--- config.mk ---
export PLATFORM = sky130hd
export DESIGN_NAME = block_job_controller
export DESIGN_NICKNAME = d
export VERILOG_FILES = /design/src/rtl/block_job_controller.sv
export SDC_FILE = /design/constraint.sdc
export NUM_CORES = 2
export LEC_CHECK = 0
export BUFFER_PORTS_ARGS = -buffer_cell sky130_fd_sc_hd__buf_2
export CAP_MARGIN = 20
export CORE_ASPECT_RATIO = 1.5
export CORE_UTILIZATION = 63
export CTS_CLUSTER_SIZE = 24
export DETAILED_ROUTE_END_ITERATION = 12
export PLACE_DENSITY = 0.85
export SLEW_MARGIN = 10
export SYNTH_ARGS = -nofsm -noshare
export SYNTH_HDL_FRONTEND = slang
export SYNTH_SLANG_ARGS = --single-unit
--- constraint.sdc ---
create_clock -name clk -period 4.05 [get_ports clk]
set_clock_uncertainty 0.15 [all_clocks]
set_input_delay 0.81 -clock clk [delete_from_list [all_inputs] [get_ports clk]]
set_output_delay 0.81 -clock clk [all_outputs]
set_load 0.02 [all_outputs]
--- src/rtl/block_job_controller.sv ---
// -----------------------------------------------------------------------------
// block_job_controller
//
// Purpose:
//   Sequences one job on an external worker. The host fills a 64 x 32-bit
//   source buffer, pulses go, and the controller drives a level start to the
//   worker. It then follows the worker's state_out handshake, sweeps the
//   worker's result words into a 64 x 32-bit result buffer (one word per
//   cycle, 64 cycles), and releases the worker. busy/done/error report
//   progress to the host.
//
// Optional feature (compile-time macro JOB_TIMEOUT_EN):
//   When defined, a watchdog counts cycles spent in C_START..C_RELEASE. On
//   reaching TIMEOUT_CYCLES the job is aborted through C_ERR, which raises
//   done and error together. When undefined, error is tied low, no counter
//   exists and the handshake waits are unbounded.
//
// Ports:
//   clk            sole clock, rising edge
//   rst            synchronous reset, active high
//   wr_en/wr_addr/wr_data   host writes into the source buffer (dropped while busy)
//   rd_addr/rd_data         host reads of the result buffer (combinational)
//   go             single-cycle job request (ignored while busy)
//   clr_done       clears done/error while idle
//   busy/done/error         job status (registered)
//   start          level start to the worker (registered)
//   data_in_addr/data_in    worker reads of the source buffer (combinational,
//                           0 for addresses >= 64)
//   data_out_addr  registered result-sweep address to the worker
//   data_out       worker result word at data_out_addr
//   state_out      worker state: 0 IDLE, 1 LOAD_DATA, 2 PROCESS_DATA,
//                  3 SAVE_DATA, 4 DONE
// -----------------------------------------------------------------------------
module block_job_controller #(
    parameter int TIMEOUT_CYCLES = 4096
) (
    input  logic        clk,
    input  logic        rst,
    input  logic        wr_en,
    input  logic [5:0]  wr_addr,
    input  logic [31:0] wr_data,
    input  logic [5:0]  rd_addr,
    output logic [31:0] rd_data,
    input  logic        go,
    input  logic        clr_done,
    output logic        busy,
    output logic        done,
    output logic        error,
    output logic        start,
    input  logic [7:0]  data_in_addr,
    output logic [31:0] data_in,
    output logic [7:0]  data_out_addr,
    input  logic [31:0] data_out,
    input  logic [3:0]  state_out
);

    // Worker state encodings observed on state_out.
    localparam logic [3:0] WK_IDLE = 4'd0;
    localparam logic [3:0] WK_LOAD = 4'd1;
    localparam logic [3:0] WK_SAVE = 4'd3;
    localparam logic [3:0] WK_DONE = 4'd4;

    // Last word index of the sweep and the parked address that follows it.
    localparam logic [7:0] LAST_ADDR  = 8'd63;
    localparam logic [7:0] PARK_ADDR  = 8'd64;

    typedef enum logic [2:0] {
        C_IDLE    = 3'd0,
        C_START   = 3'd1,
        C_WAIT    = 3'd2,
        C_READ    = 3'd3,
        C_FINISH  = 3'd4,
        C_RELEASE = 3'd5,
        C_ERR     = 3'd6
    } ctrl_state_t;

    ctrl_state_t r_state;
    logic        r_start;
    logic        r_busy;
    logic        r_done;
    logic [7:0]  r_dout_addr;

    // Buffers: no reset on purpose so they map onto memory resources.
    logic [31:0] r_src [0:63];
    logic [31:0] r_res [0:63];

    logic [31:0] w_src_word;
    logic        w_wd_expired;
    logic        w_job_go;

    // A job is launched only from idle; go at any other time is ignored.
    assign w_job_go = (r_state == C_IDLE) && go;

    // -------------------------------------------------------------------------
    // Source buffer: host write port, worker combinational read port.
    // The host is locked out for the whole job so the worker sees a stable
    // snapshot of the source data.
    // -------------------------------------------------------------------------
    always_ff @(posedge clk) begin
        if (wr_en && !r_busy) begin
            r_src[wr_addr] <= wr_data;
        end
    end

    assign w_src_word = r_src[data_in_addr[5:0]];
    // Addresses beyond the buffer read as zero rather than aliasing.
    assign data_in    = (data_in_addr[7:6] == 2'b00) ? w_src_word : 32'd0;

    // -------------------------------------------------------------------------
    // Result buffer: written only during the read sweep, host reads anytime.
    // -------------------------------------------------------------------------
    always_ff @(posedge clk) begin
        if (r_state == C_READ) begin
            r_res[r_dout_addr[5:0]] <= data_out;
        end
    end

    assign rd_data = r_res[rd_addr];

    // -------------------------------------------------------------------------
    // Optional watchdog
    // -------------------------------------------------------------------------
`ifdef JOB_TIMEOUT_EN
    localparam int CNT_W = $clog2(TIMEOUT_CYCLES + 1);

    logic [CNT_W-1:0] r_wd_cnt;
    logic             r_error;
    logic             w_wd_active;

    assign w_wd_active = (r_state == C_START)  || (r_state == C_WAIT)   ||
                         (r_state == C_READ)   || (r_state == C_FINISH) ||
                         (r_state == C_RELEASE);

    // The counter value seen at an edge equals the number of edges already
    // spent in the active states, so comparing against TIMEOUT_CYCLES-1
    // lands the abort exactly TIMEOUT_CYCLES edges after C_START entry.
    assign w_wd_expired = w_wd_active &&
                          (r_wd_cnt == CNT_W'(TIMEOUT_CYCLES - 1));

    always_ff @(posedge clk) begin
        if (rst) begin
            r_wd_cnt <= '0;
        end else if (w_job_go) begin
            r_wd_cnt <= '0;
        end else if (w_wd_active && !w_wd_expired) begin
            r_wd_cnt <= r_wd_cnt + 1'b1;
        end
    end

    // Sticky abort flag; cleared by a new job or by clr_done while idle.
    always_ff @(posedge clk) begin
        if (rst) begin
            r_error <= 1'b0;
        end else if (w_wd_expired) begin
            r_error <= 1'b1;
        end else if ((r_state == C_IDLE) && (go || clr_done)) begin
            r_error <= 1'b0;
        end
    end

    assign error = r_error;
`else
    logic w_unused_cfg;

    // Without the watchdog the limit parameter has no effect.
    assign w_unused_cfg = (TIMEOUT_CYCLES > 0);
    assign w_wd_expired = 1'b0;
    assign error        = 1'b0;
`endif

    // -------------------------------------------------------------------------
    // Control FSM with registered outputs
    // -------------------------------------------------------------------------
    always_ff @(posedge clk) begin
        if (rst) begin
            r_state     <= C_IDLE;
            r_start     <= 1'b0;
            r_busy      <= 1'b0;
            r_done      <= 1'b0;
            r_dout_addr <= 8'd0;
        end else if (w_wd_expired) begin
            // Watchdog abort overrides whatever the handshake was doing.
            r_state     <= C_ERR;
            r_start     <= 1'b0;
            r_busy      <= 1'b0;
            r_done      <= 1'b1;
            r_dout_addr <= 8'd0;
        end else begin
            case (r_state)
                C_IDLE: begin
                    if (go) begin
                        // A simultaneous clr_done is covered: done clears here.
                        r_state     <= C_START;
                        r_start     <= 1'b1;
                        r_busy      <= 1'b1;
                        r_done      <= 1'b0;
                        r_dout_addr <= 8'd0;
                    end else if (clr_done) begin
                        r_done <= 1'b0;
                    end
                end

                C_START: begin
                    if (state_out == WK_LOAD) begin
                        r_state <= C_WAIT;
                    end
                end

                C_WAIT: begin
                    if (state_out == WK_SAVE) begin
                        r_state     <= C_READ;
                        r_dout_addr <= 8'd0;
                    end
                end

                C_READ: begin
                    // One word captured per cycle; the address parks at 64
                    // once word 63 has been taken.
                    r_dout_addr <= r_dout_addr + 8'd1;
                    if (r_dout_addr == LAST_ADDR) begin
                        r_state <= C_FINISH;
                    end
                end

                C_FINISH: begin
                    r_dout_addr <= PARK_ADDR;
                    if (state_out == WK_DONE) begin
                        r_state <= C_RELEASE;
                        r_start <= 1'b0;
                    end
                end

                C_RELEASE: begin
                    if (state_out == WK_IDLE) begin
                        r_state     <= C_IDLE;
                        r_busy      <= 1'b0;
                        r_done      <= 1'b1;
                        r_dout_addr <= 8'd0;
                    end
                end

                C_ERR: begin
                    r_state <= C_IDLE;
                end

                default: begin
                    r_state     <= C_IDLE;
                    r_start     <= 1'b0;
                    r_busy      <= 1'b0;
                    r_dout_addr <= 8'd0;
                end
            endcase
        end
    end

    assign start         = r_start;
    assign busy          = r_busy;
    assign done          = r_done;
    assign data_out_addr = r_dout_addr;

endmodule

**Word-level counts from Yosys, hierarchy flattened**

Memories as Yosys holds them, arrays and structs flattened.
Cells that the tools add are included.

- Memories kept: 2
- Bits of input ports: 93
- Logic and storage cells: 67
- Bits in writable memories: 4,096
- Output and inout port bits: 76
- Flip-flop bits (word level): 14

Memories:

| memory | depth | width | read ports | clocked after memory_dff | write ports | line | text |
|---|---|---|---|---|---|---|---|
| r_res | 64 | 32 | 1 | 0 | 1 | 85 | `logic [31:0] r_res [0:63];` |
| r_src | 64 | 32 | 1 | 0 | 1 | 84 | `logic [31:0] r_src [0:63];` |

- Equality and inequality tests: 17
- Add/sub/neg operators: 1
- Reductions and logical operators: 14
- Mux-type cells: 25
- Bitwise logic cells: 3

Operators with widths:

| kind | number |
|---|---|
| 8-bit one-hot mux with 6 select lines | 1 |
| 32-bit two-way mux | 1 |
| 8-bit two-way mux | 3 |
| 3-bit two-way mux | 6 |
| 3-bit one-hot mux with 6 select lines | 1 |
| 1-bit two-way mux | 10 |
| 2-bit inequality test (second input constant) | 5 |
| 5-bit OR reduction | 2 |
| 3-bit == test (second input constant) | 3 |
| 3-bit AND reduction | 3 |
| 8-bit by 1-bit adder with 8-bit output (second input constant) | 1 |
| 8-bit by 6-bit == test with 1-bit output (second input constant) | 1 |
| 3-bit by 2-bit == test with 1-bit output (second input constant) | 2 |
| 1-bit one-hot mux with 3 select lines | 2 |
| 6-bit AND reduction | 1 |
| 4-bit by 1-bit == test with 1-bit output (second input constant) | 1 |
| 4-bit by 2-bit == test with 1-bit output (second input constant) | 1 |
| 4-bit by 3-bit == test with 1-bit output (second input constant) | 1 |
| 4-bit logical NOT | 1 |
| 4-bit AND reduction | 1 |
| 3-bit by 1-bit == test with 1-bit output (second input constant) | 1 |
| 3-bit logical NOT | 1 |
| 3-bit inequality test (second input constant) | 1 |
| 1-bit NOT | 3 |
| other kinds (7) | 7 |

**Depth between registers and ports, before layout**

- Depth after elaboration: 4
- Depth in mapped cells: 10
- Gate-level depth less buffers: 6

**Worst setup path after synthesis**

Ideal clock, no wire load.

- Path type: input to output
- Start: in rd_addr[0]
- End: out rd_data[21]
- Arrival time: 2,659 ps
- Required time: 3,090 ps
- Stages on the path: 9
- Path slack: 431 ps
- Path through: buf_2 -> buf_6 -> buf_4 -> buf_2 -> mux4_2 -> a22oi_1 -> nand3_1 -> a21oi_1 -> nor2_1

- Word-level cells in the longest chain between the ends: 1

Ends and longest elaborated chain:

| item | line | text |
|---|---|---|
| start: declaration | 42 | `input logic [5:0] rd_addr,` |
| memory 64 x 32 bit | n/a |  |
| end: declaration | 43 | `output logic [31:0] rd_data,` |

No other way between the ends.

**Final worst setup path**

- Start: mem r_src[59][29]
- End: out data_in[29]

- Word-level cells in the longest chain between the ends: 2

Ends and longest elaborated chain:

| item | line | text |
|---|---|---|
| start: declaration | 84 |  |
| memory 64 x 32 bit | n/a |  |
| 32-bit two-way mux | 107 | `assign data_in = (data_in_addr[7:6] == 2'b00) ? w_src_word : 32'd0;` |
| end: declaration | 51 | `output logic [31:0] data_in,` |

No other way between the ends.

==> reports/results.ini <==
[run_status]
outcome = finished with violations
violations = setup timing

[place]
dp_cells = 10180
pre_cts_slack_ps = -701.2
io_buffers = 167
globalplace.congestion = 0.8505
dp_hpwl_mm = 248.4

[worst_setup_path]
r2r-end = r_src[26][8]
r2r-start = busy
crit_end = data_in[29]
path_buf_inv = 1
critPathMaxStageDelay_ps = 900
crit_type = register to output pin
cpLargestDelayFamily = multiplexers
path_cells = mux4_2 -> mux2_4 -> o311ai_4 -> nor3_2 -> buf_4
crit_path_end_kind = output pin
crit_path_top_delay_cell = edfxtp_1
start_kind = register
crit_fanout = 1
path_depth = 5
critPathArrivalTime_ps = 3610
r2r_cells = 5
r2r_setup_slack_ps = 350
crit_required_ps = 3090
crit_path_start = r_src[59][29]

[cts]
cts_buffer_depth = 4
cts_tree = done
path_clk_slew_ps = 80
clock_latency_ps = 890
cts.sinks = 4110
cts_root_buffer = clkbuf_16
cts_max_level = 5
cts_buffers = 356

[power]
power.ir.vdd_worst_v = 0.0006852
switching_share = 0.2318
power_switching_w = 0.02050
pwr-share-seq = 0.530
intPower_w = 0.06793
p_comb_frac = 0.065
power_density_nw_per_um2 = 482.4
p_leak_nw = 57.75
total_power_w = 0.08844
p_clk_frac = 0.405

[finish]
fillers = 11880
seqCellArea_um2 = 123300
multiInputGateArea_um2 = 34230
area_growth_pct = 16.90
drive_gt1_frac = 0.3803
stdcell_count = 11070
utilization = 0.7399
fin_nets = 7552

[yosys]
synthFlopType = edfxtp_1
ys_ff_latch = 4110
yosys.area.top_type = edfxtp_1
ys_warn_count = 0
syn-num-nets = 6641
ys_top_cells_by_count = edfxtp_1 (4096), mux4_2 (1136), nor2_1 (200)
ys_async_sr_fraction = 0
synth_top_family_by_area = multiplexers
yosysSeqAreaShare = 0.7862
synth_edf_count = 4096
synth_cell_type_count = 59
synth-xor-area-share = 0.0003910
yosys.area.top_type_share = 0.7844
synth_most_common_cell = edfxtp_1
syn_avg_cell_area_um2 = 23.95
synth_compound_area_frac = 0.01656
syn_area_um2 = 156800
synth_fa_ha_area_frac = 0.00007979
syn_inst = 6547
synthSimpleGateAreaFrac = 0.01170
synth_mux_area_frac = 0.1732
synthTopCellsByArea = edfxtp_1 (78%), mux4_2 (16%), mux2i_1 (0.78%)

[timing]
fin_ws_ps = -521.1
setup_viol = 60
finalCriticalPeriod_ps = 4571
hold_viol = 0
rsz0062_at_grt = true
finalMaxSlewViolations = 0
relSlewSlack = 0.08741
tightestPinTransition_ps = 1369
post-route-period-util = 1.129
clock.fmax_mhz = 218.8
whs_ps = 153.0

[run]
maxCapViolCount = 0

[floorplanning]
die_y_um = 613.0
core_um2 = 247800
start_util = 0.6329
rows = 224
die_w_um = 409.3
die_area_um2 = 250900
io_pins = 169

[route]
drc = 0
drt_wl_total_mm = 558.3
dr_total_vias = 90330
drtAntennaViolNets = 0
avgViaCountPerCell = 8.161
drtIter0Drc = 17520
avgRoutedWirePerCell_um = 50.44
dr.pass1.iters = 10

[grt]
grt_pass1_wl_mm = 690.1
groute.usage.overall = 0.4050
grt_pass1_vias = 87160
globalRouteOverflowTotal = 0
grt_max_degree = 65
antenna_found_initial = 52

[worst_hold_path]
hp-class = primary input to register

## worst register-to-register path: cells and delay by family (launching register included)
| kind | cells | cell delay (ps) |
|---|---|---|
| buf+inv | 2 | 1050 |
| flops | 1 | 450 |
| simple gates | 3 | 1620 |
## power groups by stage
stage	clock network (W)	logic (W)	registers, W
final	0.0358	0.00575	0.0469
after global routing	0.0368	0.00576	0.0469
after CTS	0.0347	0.00491	0.0469
after detailed placement	0	0.00439	0.0478
after global placement	0	0.00416	0.0478
after floorplan	0	0.00234	0.0478
## final cells by class
type | instances | share of cell area
sequential | 4110 | 0.6725
timing repair buffer | 909 | 0.05546
multi-input combinational | 2078 | 0.1868
clock buffer | 430 | 0.05127
clock inverter | 208 | 0.01085
antenna | 54 | 0.0007372
tap | 3277 | 0.02237
inverter | 3 | 0.00006143
## sequential cells by signal, indices dropped and copies added (netlist names)
signal,flops
busy,1
data_out_addr,8
done,1
r_res,2048
r_src,2048
r_state,3
start,1
## layer usage
layer / global-route usage / vias up / share of wire
li1: - / 30120 / -
met2: 0.6776 / 12070 / 0.48
met5: 0.001356 / - / 0.00082
met1: 0.4151 / 43990 / 0.25
met4: 0.3627 / 36 / 0.13
met3: 0.1101 / 4117 / 0.14
## what timing repair did
item,4_1_cts,5_1_grt
setup endpoints to repair,62,63
gates resized for setup,268,299
gates cloned,17,12
hold endpoints to repair,1,0
buffers inserted,39,121
pin swaps,31,83
hold buffers,1,0
## stage by stage
step | instance area [um2] | setup TNS, ps
floorplan | 156800 | 0
global placement | 166700 | -5540
detailed placement | 166700 | -7766
CTS | 180200 | -1346
global route | 183200 | -7863
finish | 183300 | -9170
## kinds of logic after synthesis
kind of cell               count (synthesis)
DFF                                     4110
and+or+nand+nor                          405
buffers and inverters                    359
xor gates and xnor gates                   7
other                                      1
adders and majority gates                  1
AOI/OAI and AO/OA                        375
muxes                                   1289
## worst min path at each step
stage,from,end,cells after the start
after CTS,state_out[1],done,4
after floorplan,done,done,2
final,data_out[10],r_res[8][10],1
after global routing,data_out[10],r_res[13][10],1
after detailed placement,done,done,2
after global placement,done,done,2
## cells in the final DEF (no fill, tap or decap), types with 46 or more instances in the layout
cell,Yosys,final
edfxtp_1,4096,4096
mux2i_1,122,96
mux4_2,1136,1136
a22oi_1,124,89
nor2_4,0,142
nand3_1,51,46
clkbuf_16,0,378
clkinv_2,0,64
clkinv_1,0,72
buf_6,21,76
buf_4,53,473
clkbuf_1,125,64
buf_12,0,167
nand2_1,64,52
buf_2,128,117
diode_2,0,54
(Power assumes the default switching activity.)
